$ cat config.mk
export PLATFORM = sky130hd
export DESIGN_NAME = intl_latch
export DESIGN_NICKNAME = d
export VERILOG_FILES = /design/src/rtl/intl_pkg.sv /design/src/rtl/intl_filter.sv /design/src/rtl/intl_latch.sv
export SDC_FILE = /design/constraint.sdc
export NUM_CORES = 1
export LEC_CHECK = 0
export BUFFER_PORTS_ARGS = -buffer_cell sky130_fd_sc_hd__buf_4
export CAP_MARGIN = 20
export CORE_ASPECT_RATIO = 0.9
export CORE_UTILIZATION = 55
export CTS_BUF_LIST = sky130_fd_sc_hd__clkbuf_4
export CTS_CLUSTER_SIZE = 8
export DETAILED_ROUTE_END_ITERATION = 12
export PLACE_DENSITY = 0.74
export SYNTH_ARGS = -nofsm -noshare
export SYNTH_HDL_FRONTEND = slang
export SYNTH_HIERARCHICAL = 1
export SYNTH_SLANG_ARGS = --single-unit
$ cat constraint.sdc
create_clock -name i_clk -period 8 [get_ports i_clk]
set_input_delay 0.4 -clock i_clk [delete_from_list [all_inputs] [get_ports i_clk]]
set_output_delay 0.4 -clock i_clk [all_outputs]
set_load 0.005 [all_outputs]
$ cat src/rtl/intl_pkg.sv
// intl_pkg: shared state encoding, default sizes and priority encoder for the interlock collector
package intl_pkg;
  typedef enum logic {ST_ARMED = 1'b0, ST_TRIPPED = 1'b1} state_t;
  localparam int CH_NUM_DEF    = 8;
  localparam int TS_WIDTH_DEF  = 32;
  localparam int FLT_WIDTH_DEF = 8;
  function automatic int lowest_set(input logic [31:0] v);
    lowest_set = 0;
    for (int i = 31; i >= 0; i--) if (v[i]) lowest_set = i;
  endfunction
endpackage

$ cat src/rtl/intl_filter.sv
// intl_filter: per-channel saturating persistence counter producing the qualified fault flag
module intl_filter #(
  parameter int FLT_WIDTH = 8
) (
  input  logic                 i_clk,
  input  logic                 i_rst,
  input  logic                 i_fault,
  input  logic                 i_mask,
  input  logic                 i_restart,
  input  logic [FLT_WIDTH-1:0] i_filter,
  output logic                 o_qual
);
  logic [FLT_WIDTH-1:0] cnt;
  logic act;
  assign act = i_fault & i_mask;
  always_ff @(posedge i_clk or posedge i_rst)
    if (i_rst) cnt <= '0;
    else if (i_restart || !act) cnt <= '0;
    else if (cnt != '1) cnt <= cnt + 1'b1;
  assign o_qual = act & (cnt >= i_filter);
endmodule

$ cat src/rtl/intl_latch.sv
// intl_latch: masks and filters fault channels, latches the first event and holds the interlock until a clean clear
module intl_latch
  import intl_pkg::*;
#(
  parameter int CH_NUM    = CH_NUM_DEF,
  parameter int TS_WIDTH  = TS_WIDTH_DEF,
  parameter int FLT_WIDTH = FLT_WIDTH_DEF,
  parameter int IDX_W     = CH_NUM > 1 ? $clog2(CH_NUM) : 1
) (
  input  logic                 i_clk,
  input  logic                 i_rst,
  input  logic [CH_NUM-1:0]    i_fault,
  input  logic [CH_NUM-1:0]    i_mask,
  input  logic [FLT_WIDTH-1:0] i_filter,
  input  logic                 i_clr,
  output logic                 o_intl,
  output logic [CH_NUM-1:0]    o_fault_latch,
  output logic                 o_first_valid,
  output logic [IDX_W-1:0]     o_first_idx,
  output logic [TS_WIDTH-1:0]  o_ts,
  output logic                 o_clr_rej
);
  state_t state;
  logic [CH_NUM-1:0] qual;
  logic [TS_WIDTH-1:0] ts_cnt;
  logic any_raw, clr_ok;
  assign any_raw = |(i_fault & i_mask);
  assign clr_ok  = (state == ST_TRIPPED) && i_clr && !any_raw;
  assign o_intl  = (state == ST_TRIPPED);
  for (genvar k = 0; k < CH_NUM; k++) begin : g_flt
    intl_filter #(.FLT_WIDTH(FLT_WIDTH)) u_flt (
      .i_clk    (i_clk),
      .i_rst    (i_rst),
      .i_fault  (i_fault[k]),
      .i_mask   (i_mask[k]),
      .i_restart(clr_ok),
      .i_filter (i_filter),
      .o_qual   (qual[k])
    );
  end
  always_ff @(posedge i_clk or posedge i_rst)
    if (i_rst) ts_cnt <= '0;
    else ts_cnt <= ts_cnt + 1'b1;
  always_ff @(posedge i_clk or posedge i_rst)
    if (i_rst) begin
      state         <= ST_ARMED;
      o_fault_latch <= '0;
      o_first_valid <= 1'b0;
      o_first_idx   <= '0;
      o_ts          <= '0;
      o_clr_rej     <= 1'b0;
    end else begin
      o_clr_rej <= 1'b0;
      if (state == ST_ARMED) begin
        if (|qual) begin
          state         <= ST_TRIPPED;
          o_fault_latch <= qual;
          o_first_valid <= 1'b1;
          o_first_idx   <= IDX_W'(lowest_set(32'(qual)));
          o_ts          <= ts_cnt;
        end
      end else if (clr_ok) begin
        state         <= ST_ARMED;
        o_fault_latch <= '0;
        o_first_valid <= 1'b0;
        o_first_idx   <= '0;
        o_ts          <= '0;
      end else begin
        // a refused clear still records anything qualifying in the same cycle
        o_fault_latch <= o_fault_latch | qual;
        o_clr_rej     <= i_clr;
      end
    end
endmodule

==> parameters.txt <==
Parameter                              Value

Pwr
  Worst IR Drop VDD ... between 100 and 150 uV
  PwrDens ... 150.5 mW/mm2
  Leakage power of the design ... around 4.5 nW

Clocking
  H-tree depth ... 4
  CTS tree ... yes
  Clock transition at the registers of the reported paths ... roughly 0.13 ns
  Number of buffers added to fix hold violations after cts ... 1
  Num CTS Buffers ... 17
  Clk sink count ... between 100 and 150
  Insertion delay to the later sink of the worst-skew pair ... between 0.5 and 0.6 ns
  Max Root-Sink Buffers ... 2
  Root buffer cell ... sky130_fd_sc_hd__clkbuf_4
  Post-CTS setup buffers ... 0
  Number of gates resized after CTS ... 0

Setup path
  Capturing instance or port of the critical path ... o_ts[8]$_DFFE_PP0P_
  Length in cells of the worst reg-to-reg path ... 10
  Worst-path cell chain ... ha_1 > a211o_1 > a31oi_1 > o21ai_0 > or4_4 > nor3_4 > a21o_1 > buf_4 > nand2_1 > o21ai_0
  Crit. Startpoint ... g_flt[6].u_flt/cnt[2]$_DFFE_PP0P_
  Reg-to-reg startpoint ... g_flt[6].u_flt/cnt[2]$_DFFE_PP0P_
  Flop-to-flop setup slack ... between 4 and 5 ns
  Worst Setup Start Kind ... register
  Crit path largest cell delay ... 0.61 ns
  Crit path top cell by count ... sky130_fd_sc_hd__o21ai_0
  Worst reg2reg endpoint ... o_ts[8]$_DFFE_PP0P_
  Highest-delay cell along the critical path ... sky130_fd_sc_hd__or4_4
  Critical path endpoint category ... register
  CP Data Arrival Time ... between 3 and 4 ns
  Critical Path RT ... ~8.5 ns
  Critical Setup Path Class ... register to register
  Maximum fanout along the worst path ... 37

Floorplan
  Die Outline Area ... between 0.015 and 0.02 mm2
  Die height ... 118.7 um
  Total number of placement rows ... 42
  Core region area ... ~0.015 mm2
  Top Ports ... 73
  Initial core utilization ... a little under three fifths
  Floorplan die width ... between 100 and 150 um

Yosys
  Most used flip-flop cell after synthesis ... sky130_fd_sc_hd__dfrtp_1
  Count of different cell masters after synthesis ... 46
  Cell area after synthesis ... 0.008315 mm2
  Number of flops mapped to enable cells by yosys ... 0
  Dominant cell type by area after synthesis ... sky130_fd_sc_hd__dfrtp_1
  Yosys synthesis warning count ... 6
  Fraction of synthesized cell area taken by the top area cell type ... around 43%
  Proportion of synthesized chip area in sequential cells ... between 40 and 50%
  #FFs+latches synth ... about 140
  Share of synthesized flip-flops with an asynchronous set or reset ... 100.0%
  Mapped Cells ... about 900
  Dominant cells by area after synthesis ... sky130_fd_sc_hd__dfrtp_1 43%, sky130_fd_sc_hd__ha_1 11%, sky130_fd_sc_hd__nand2_1 4.4%
  Per-instance average area after synthesis ... 9.270 um2
  Syn nets ... 997

GRT
  Total track usage ... between 20% and 30%
  Largest net degree at the start of global routing ... between 60 and 70
  Global-route wire length before repair ... 32870 um
  Vias in the first global route ... about 6500
  Grt ovf ... 0
  Number of antenna violations at the first check in global routing ... 1

Final layout
  Share of cells above drive strength 1 ... roughly 15%
  Nets ... around 1100
  Most used cells in the layout excluding fill and tap cells ... 142 x sky130_fd_sc_hd__dfrtp_1, 98 x sky130_fd_sc_hd__nand2_1, 85 x sky130_fd_sc_hd__inv_1
  Synth-to-Final Area Change ... 11.66%
  Most common cell after layout, fill and taps aside ... sky130_fd_sc_hd__dfrtp_1

Drt
  DRT Wirelength ... between 15000 and 20000 um
  Routed length per instance ... about 16 um
  Number of antenna-violating nets in the routed design ... 0
  Number of DRC markers in iteration 0 ... ~490
  Via count of the routed design ... about 7000
  Pre-antenna DRT Iters ... 5
  DRC violations left ... 0
  Vias per Instance ... 5.905

Timing
  Final hold viol count ... 0
  Count of pins over their slew limit ... 0
  Setup TNS after final layout ... 0 ns
  Min Hold Slack ... about 0.19 ns
  Slew HR ... around 44%
  Maximum clock frequency ... between 300 and 400 MHz
  Clock period minus worst slack ... approximately 3.3 ns
  Tightest Pin Transition ... roughly 0.85 ns
  # setup viols final ... 0
  Clock Skews ... roughly 0.019 ns
  Period utilisation layout ... between 40 and 50%
  RSZ-0062 raised after global routing ... false

Placed design
  HPWL after DPL ... about 14000 um
  Last weighted congestion value of the routability-driven placer ... around 0.85
  Number of input and output port buffers inserted ... 72

Job
  Number of max-capacitance violations reported ... 0

Run status
  Run status ... complete, no violations

Worst hold path
  Hold Path Class ... input pin to register
-- flip-flops by register name, summed over array words and instances, names as in the netlist --
signal,cells
g_flt.u_flt/cnt,64
o_ts,32
ts_cnt,32
o_fault_latch,8
o_first_idx,3
o_clr_rej,1
o_first_valid,1
o_intl,1
-- worst max-delay path, delay by kind of cell, from the launching register on --
kind / cells / cell delay, ns
AOI/OAI and AO/OA: 5 / 1.11
and+or+nand+nor: 3 / 0.87
DFF: 1 / 0.47
buffers and inverters: 1 / 0.41
adders and majority gates: 1 / 0.32
-- cell usage after synthesis, types with 4 or more instances --
cell and number:
sky130_fd_sc_hd__clkbuf_1 5, sky130_fd_sc_hd__nand4_1 39, sky130_fd_sc_hd__o22a_1 8, sky130_fd_sc_hd__and3b_1 8, sky130_fd_sc_hd__or2_2 8, sky130_fd_sc_hd__o21ai_1 31
sky130_fd_sc_hd__nor4_1 9, sky130_fd_sc_hd__a211oi_2 8, sky130_fd_sc_hd__buf_2 9, sky130_fd_sc_hd__and4_1 4, sky130_fd_sc_hd__nor3_1 19, sky130_fd_sc_hd__xnor2_1 19
sky130_fd_sc_hd__or3_1 9, sky130_fd_sc_hd__a211o_1 8, sky130_fd_sc_hd__inv_1 86, sky130_fd_sc_hd__xor2_1 11, sky130_fd_sc_hd__a21oi_1 52, sky130_fd_sc_hd__nand2_1 98
sky130_fd_sc_hd__dfrtp_1 142, sky130_fd_sc_hd__nor3b_1 8, sky130_fd_sc_hd__and4_4 8, sky130_fd_sc_hd__and3_1 21, sky130_fd_sc_hd__nand2b_1 10, sky130_fd_sc_hd__nand3_1 33
sky130_fd_sc_hd__nor2_1 43, sky130_fd_sc_hd__ha_1 73, sky130_fd_sc_hd__a22oi_1 4, sky130_fd_sc_hd__a31oi_1 40, sky130_fd_sc_hd__o21ai_0 45, sky130_fd_sc_hd__o31ai_1 9
sky130_fd_sc_hd__nor3_2 9
-- metrics by stage --
| step | area (um2) | utilization [%] | power, mW | cells | setup WS [ns] |
|---|---|---|---|---|---|
| floorplan | 8315 | - | 0.8549 | 897 | 5.338 |
| global placement | 8985 | 61.06 | 0.9378 | 1151 | 4.722 |
| detailed placement | 8985 | 61.06 | 0.9401 | 1151 | 4.557 |
| CTS | 9283 | 63.09 | 1.413 | 1184 | 4.698 |
| global route | 9285 | 63.10 | 1.461 | 1185 | 4.411 |
| finish | 9285 | 63.10 | 1.397 | 1185 | 4.726 |
-- report_power, final --
group          switching (mW)  internal, mW  leakage [nW]
registers              0.0246         0.743          1.95
logic                  0.0875        0.0707          2.40
clock network           0.273         0.198         0.154
total                   0.385          1.01          4.51
-- logic make-up (layout without fill, tap and decap cells) --
family,Yosys count,after routing,synth area share [%]
simple gates,331,331,21.58
compound gates,215,215,15.72
flops,142,142,42.73
buf+inv,106,195,5.823
fa+ha+maj,73,73,10.98
xor+xnor,30,30,3.160
other cells,0,1,0
-- per-layer routing --
| metal | vias up | track usage, % | wire length, um |
|---|---|---|---|
| met5 | - | 0 | 0 |
| met4 | 0 | 8.866 | 272 |
| met3 | 21 | 4.547 | 1158 |
| met2 | 213 | 38.99 | 8497 |
| met1 | 3348 | 39.74 | 9280 |
| li1 | 3416 | - | - |
-- cell type report --
cell class,count,area [um2]
inverters,86,324.1
multi-input cells,649,4289
repair buffers,77,580.6
diodes,1,2.502
flip-flops and latches,142,3553
well taps,198,247.7
clock buffers,20,150.1
clock inverters,12,137.6
fillers,1265,5429
-- worst min-delay path by stage --
stage                     startpoint                                end  slack (ns)  cells past startpoint
final                          i_clr                o_clr_rej$_DFF_PP0_        0.19                      3
after global placement         i_rst       o_fault_latch[5]$_DFFE_PP0P_        0.41                      2
after CTS                      i_clr                o_clr_rej$_DFF_PP0_        0.14                      3
after floorplan                i_rst  g_flt[0].u_flt/cnt[0]$_DFFE_PP0P_        0.22                      1
after global routing           i_clr                o_clr_rej$_DFF_PP0_        0.16                      3
after detailed placement       i_rst       o_fault_latch[6]$_DFFE_PP0P_        0.40                      2
No activity file was read; power rests on OpenSTA's default activity.
